===== src/rtl/wb_dma_reader.sv =====
// rtl/wb_dma_reader.sv - Wishbone block reader feeding a valid/ready stream through a FIFO
module wb_dma_reader #(
    parameter int fifo_aw = 4,
    parameter int timeout = 255
) (
    input  logic        clk,
    input  logic        reset,
    input  logic        start,
    input  logic [31:0] base_adr,
    input  logic [15:0] word_cnt,
    output logic        busy,
    output logic        done,
    output logic        error,
    output logic        wb_cyc_o,
    output logic        wb_stb_o,
    output logic        wb_we_o,
    output logic [31:0] wb_adr_o,
    output logic [3:0]  wb_sel_o,
    input  logic [31:0] wb_dat_i,
    input  logic        wb_ack_i,
    output logic        out_valid,
    input  logic        out_ready,
    output logic [31:0] out_data
);

    localparam int depth = 1 << fifo_aw;
    localparam logic [fifo_aw:0]   fifo_full = {1'b1, {fifo_aw{1'b0}}};
    localparam logic [fifo_aw-1:0] ptr_one   = {{(fifo_aw-1){1'b0}}, 1'b1};
    localparam logic [fifo_aw:0]   cnt_one   = {{fifo_aw{1'b0}}, 1'b1};
    localparam bit                 tmo_en    = (timeout != 0);
    localparam logic [9:0]         tmo_last  = 10'(timeout - 1);

    typedef enum logic [2:0] {
        IDLE,
        WAIT_SPACE,
        REQ,
        RECOVER,
        DRAIN
    } state_t;

    state_t      state_q, state_d;
    logic [31:0] adr_q, adr_d;
    logic [15:0] rem_q, rem_d;
    logic [9:0]  tcnt_q, tcnt_d;
    logic        busy_q, busy_d;
    logic        done_q, done_d;
    logic        err_q, err_d;
    logic        cyc_q, cyc_d;

    logic              push, pop, flush;
    logic [31:0]       mem_q [depth];
    logic [fifo_aw-1:0] wr_ptr_q, rd_ptr_q;
    logic [fifo_aw:0]  count_q;

    always_comb begin
        state_d = state_q;
        adr_d   = adr_q;
        rem_d   = rem_q;
        tcnt_d  = tcnt_q;
        busy_d  = busy_q;
        done_d  = 1'b0;
        err_d   = err_q;
        cyc_d   = 1'b0;
        push    = 1'b0;
        flush   = 1'b0;
        case (state_q)
            IDLE: begin
                if (start) begin
                    adr_d   = base_adr & ~32'd3;
                    rem_d   = word_cnt;
                    err_d   = 1'b0;
                    busy_d  = 1'b1;
                    state_d = (word_cnt == 16'd0) ? DRAIN : WAIT_SPACE;
                end
            end
            WAIT_SPACE: begin
                if (count_q < fifo_full) begin
                    state_d = REQ;
                    cyc_d   = 1'b1;
                    tcnt_d  = 10'd0;
                end
            end
            REQ: begin
                // An ack in the timeout cycle still counts: ack is checked first.
                if (wb_ack_i) begin
                    push    = 1'b1;
                    adr_d   = adr_q + 32'd4;
                    rem_d   = rem_q - 16'd1;
                    state_d = RECOVER;
                end else if (tmo_en && tcnt_q == tmo_last) begin
                    err_d   = 1'b1;
                    flush   = 1'b1;
                    state_d = DRAIN;
                end else begin
                    cyc_d  = 1'b1;
                    tcnt_d = tcnt_q + 10'd1;
                end
            end
            RECOVER: begin
                state_d = (rem_q != 16'd0) ? WAIT_SPACE : DRAIN;
            end
            DRAIN: begin
                if (count_q == '0) begin
                    done_d  = 1'b1;
                    busy_d  = 1'b0;
                    state_d = IDLE;
                end
            end
            default: state_d = IDLE;
        endcase
    end

    always_ff @(posedge clk or posedge reset) begin
        if (reset) begin
            state_q <= IDLE;
            adr_q   <= '0;
            rem_q   <= '0;
            tcnt_q  <= '0;
            busy_q  <= 1'b0;
            done_q  <= 1'b0;
            err_q   <= 1'b0;
            cyc_q   <= 1'b0;
        end else begin
            state_q <= state_d;
            adr_q   <= adr_d;
            rem_q   <= rem_d;
            tcnt_q  <= tcnt_d;
            busy_q  <= busy_d;
            done_q  <= done_d;
            err_q   <= err_d;
            cyc_q   <= cyc_d;
        end
    end

    assign pop = out_valid && out_ready && !flush;

    always_ff @(posedge clk or posedge reset) begin
        if (reset) begin
            wr_ptr_q <= '0;
            rd_ptr_q <= '0;
            count_q  <= '0;
        end else if (flush) begin
            wr_ptr_q <= '0;
            rd_ptr_q <= '0;
            count_q  <= '0;
        end else begin
            if (push) wr_ptr_q <= wr_ptr_q + ptr_one;
            if (pop)  rd_ptr_q <= rd_ptr_q + ptr_one;
            if (push && !pop)      count_q <= count_q + cnt_one;
            else if (pop && !push) count_q <= count_q - cnt_one;
        end
    end

    always_ff @(posedge clk) begin
        if (push) mem_q[wr_ptr_q] <= wb_dat_i;
    end

    assign out_valid = (count_q != '0);
    assign out_data  = out_valid ? mem_q[rd_ptr_q] : 32'd0;

    assign busy     = busy_q;
    assign done     = done_q;
    assign error    = err_q;
    assign wb_cyc_o = cyc_q;
    assign wb_stb_o = cyc_q;
    assign wb_we_o  = 1'b0;
    assign wb_adr_o = adr_q;
    assign wb_sel_o = 4'b1111;

endmodule


===== config.mk =====
export PLATFORM = sky130hd
export DESIGN_NAME = wb_dma_reader
export DESIGN_NICKNAME = d
export VERILOG_FILES = /design/src/rtl/wb_dma_reader.sv
export SDC_FILE = /design/constraint.sdc
export NUM_CORES = 1
export LEC_CHECK = 0
export CORE_MARGIN = 3
export CORE_UTILIZATION = 50
export CTS_CLUSTER_DIAMETER = 100
export DETAILED_ROUTE_END_ITERATION = 10
export GPL_TIMING_DRIVEN = 0
export PLACE_DENSITY_LB_ADDON = 0.15
export SLEW_MARGIN = 5
export SYNTH_ARGS = -nofsm -noshare
export SYNTH_HDL_FRONTEND = slang
export SYNTH_SLANG_ARGS = --single-unit

===== constraint.sdc =====
create_clock -name clk -period 5.7 [get_ports clk]
set_input_delay 0.855 -clock clk [delete_from_list [all_inputs] [get_ports clk]]
set_output_delay 0.855 -clock clk [all_outputs]
set_load 0.02 [all_outputs]

==> run summary <==
Final Setup Violations - 0
vias - 13900
DR vias/cell - 6.10
core area - 0.0471 sq mm
Main synth FF type - edfxtp_1
Area contributors post-synth - edfxtp_1, mux4_2, dfrtp_1
critical path class - reg2out
Reg2Reg Launch Point - state_q[0]
# resized after CTS - 0
total track usage - 23.5%
I/O Buffers - 149
Final min period - 4780 ps
worst path required time - 4850 ps
Power per Cell Area - 502 mW/mm^2
Initial DRC Count - 1298
post-DP HPWL - 38600 um
Hold Path End - error
global-route wire length before repair - 88300 um
clock transition at the registers of the reported paths - 60 ps
fraction of layout cells with a size suffix above 1 - 17.7%
Slew @ Worst Pin - 1120 ps
Die Area - 0.0509 sq mm
Setup TNS - 0 ps
P_sw - 4.95 mW
Reg power frac - 37.2%
switching part of the total power - 34.3%
Slew HR - 25.5%
Max Clk Rate - 209 MHz
Placement Setup Slack - 1510 ps
hold slack - 489 ps
gr ovfl total - 0
Register-to-Register Path Depth - 6
Num CTS Buffers - 59
Worst Hold Class - reg2reg
largest net degree at the start of global routing - 48
Longest Clk Path Bufs - 3
Final GP Congestion - 0.870
Ports - 160
final slew viol count - 0
Cell Count, Final, Fillers Out - 2274
final worst slack - 920 ps
initial antenna violation count - 4
Final ANT Viol Nets - 0
worst vdd ir - 285 uV
DR pass1 iterations - 8
H-tree depth - 2
CTS tree - done
drt total wl - 58700 um
post-CTS setup buffers - 0
DR WL/cell - 25.8 um
Seq/Total Area, Yosys - 71.6%
Final Skew - 10.6 ps
chip height - 226 um
quantity of hold-fixing buffers added after cts - 0
Mapped Avg Cell Area - 17.7 sq um
crit end category - output pin
P_int - 9.50 mW
Async SR Flop Fraction - 12.9%
Die Wd - 226 um
nets - 1714
Post-synth EDFFs - 512
CP max FO - 10
Crit Reg-Reg Endpoint - mem_q[12][22]
Syn-to-layout area delta - 19.3%
Skew-Pair Late Insertion Delay - 610 ps
area of the mapped netlist - 0.0241 sq mm
worst hold stages - 1
flop2flop setup slack - 2240 ps
number of clock sinks - 588
Leakage Power - 9.62 nW
Yosys cell types - 59
Synth top area share - 63.8%
most common cell after layout, fill and taps aside - edfxtp_1
YS warnings - 0
clock share of power - 25.9%
Synth area leader - edfxtp_1
Hold Crit Start - error
Hold Fails Final Rpt - 0
startpoint types - register
commonest cells after routing, fill and taps aside - edfxtp_1, clkdlybuf4s50_1, mux4_2, dfrtp_1, clkbuf_1
row count - 79
vias in the first global route - 14000
fin crit share - 83.9%
Initial Util - 51.3%
Placed Cells - 2161
drt drc - 0
Synth Instances - 1363
RSZ-0062 raised after global routing - no
CP arrival - 3930 ps
CTS root buf - clkbuf_16
FILL cells - 3457
Synth Register Bits - 588
Max-cap violations - 0
Comb pwr share - 36.9%
status - complete, no violations
## cell usage after synthesis (2+ instances only)
cell       count
buf_2         15
dfrtp_1       76
mux4_2       128
and4_1         3
o21ai_0       46
o311ai_0       3
a21oi_1       58
a2bb2oi_1      9
ha_1          13
conb_1         2
nor2b_1        2
a311oi_1       2
or3_1          5
o32ai_1        3
nand4_1       17
o22ai_1       41
o21a_1         4
buf_4          8
o22a_1         8
nor4_1        12
clkbuf_1      56
and2_1         9
xor2_1        11
a22oi_1        3
a31oi_1        6
buf_1         11
and3_1        19
or3b_2         2
a21o_1         5
nand4bb_1      2
a211oi_1       4
nand2b_1       2
nor3_1        16
a41oi_1        3
nand2_1       46
nor2_1        55
nor3b_1        2
inv_1         13
xnor2_1        3
mux2i_1       68
edfxtp_1     512
o31ai_1        2
nand3_1       42
## stage by stage
stage          area [sq um]  power (mW)  util [%]
2_1_floorplan         24100        8.73         -
3_3_place_gp          26400        10.7      56.1
3_5_place_dp          26900        10.8      57.2
4_1_cts               28800        14.5      61.1
5_1_grt               28800        15.1      61.2
6_report              28800        14.4      61.2
## state kept, by name, summed over array words and instances, names as in the netlist
name and flops:
error 1, busy 1, wr_ptr_q 4, tcnt_q 10, wb_adr_o 30, rd_ptr_q 4, mem_q 512, done 1
count_q 5, rem_q 16, wb_cyc_o 1, state_q 3
## metal layers
layer	wire (um)	track usage, %	vias up
met2	28400	37.4	499
met5	13	0	-
met3	3550	4.29	114
met4	1600	6.87	2
li1	-	-	6040
met1	25100	33.9	7218
## how the worst max path moves through the flow
stage / startpoint / endpoint / slack [ps] / cells after the start
after floorplan: wb_ack_i / mem_q[0][0] / 690 / 4
after global placement: wb_ack_i / mem_q[2][15] / -3610 / 4
after detailed placement: rd_ptr_q[3] / out_data[29] / 1510 / 6
after CTS: rd_ptr_q[3] / out_data[29] / 840 / 6
after global routing: rd_ptr_q[3] / out_data[29] / 750 / 6
final: rd_ptr_q[3] / out_data[29] / 920 / 6
## cells by family (layout without fill, tap and decap cells)
group | after synthesis | after routing | share of synthesized area [%]
fa+ha+maj | 14 | 14 | 0.757
other cells | 2 | 10 | 0.0311
buf+inv | 103 | 399 | 1.81
compound gates | 201 | 201 | 5.11
simple gates | 245 | 245 | 5.38
xor+xnor | 14 | 14 | 0.508
flops | 588 | 588 | 71.6
mux | 196 | 196 | 14.8
## worst max-delay path, stage by stage, from the launching register on
cell	delay, ps
dfrtp_1	330
clkbuf_1	240
clkbuf_1	610
clkbuf_1	860
mux2i_1	210
o22ai_1	380
clkdlybuf4s50_1	680
## power groups by stage
| stage | combinational (mW) | clock (mW) | sequential (mW) |
|---|---|---|---|
| after CTS | 5.38 | 3.82 | 5.35 |
| after floorplan | 3.24 | 0 | 5.49 |
| after global placement | 5.24 | 0 | 5.44 |
| final | 5.33 | 3.74 | 5.37 |
| after detailed placement | 5.35 | 0 | 5.44 |
| after global routing | 5.72 | 4.00 | 5.40 |
## layout make-up
type	count	area [sq um]	area share [%]
buffer	90	387	1.34
timing repair buffer	186	1940	6.74
multi-input combinational	677	6490	22.5
antenna	3	7.51	0.0261
sequential	588	17300	60.0
tap	607	759	2.64
clock buffer	74	1550	5.40
clock inverter	36	313	1.09
inverter	13	51.3	0.178
Power figures use the tool's default switching activity.
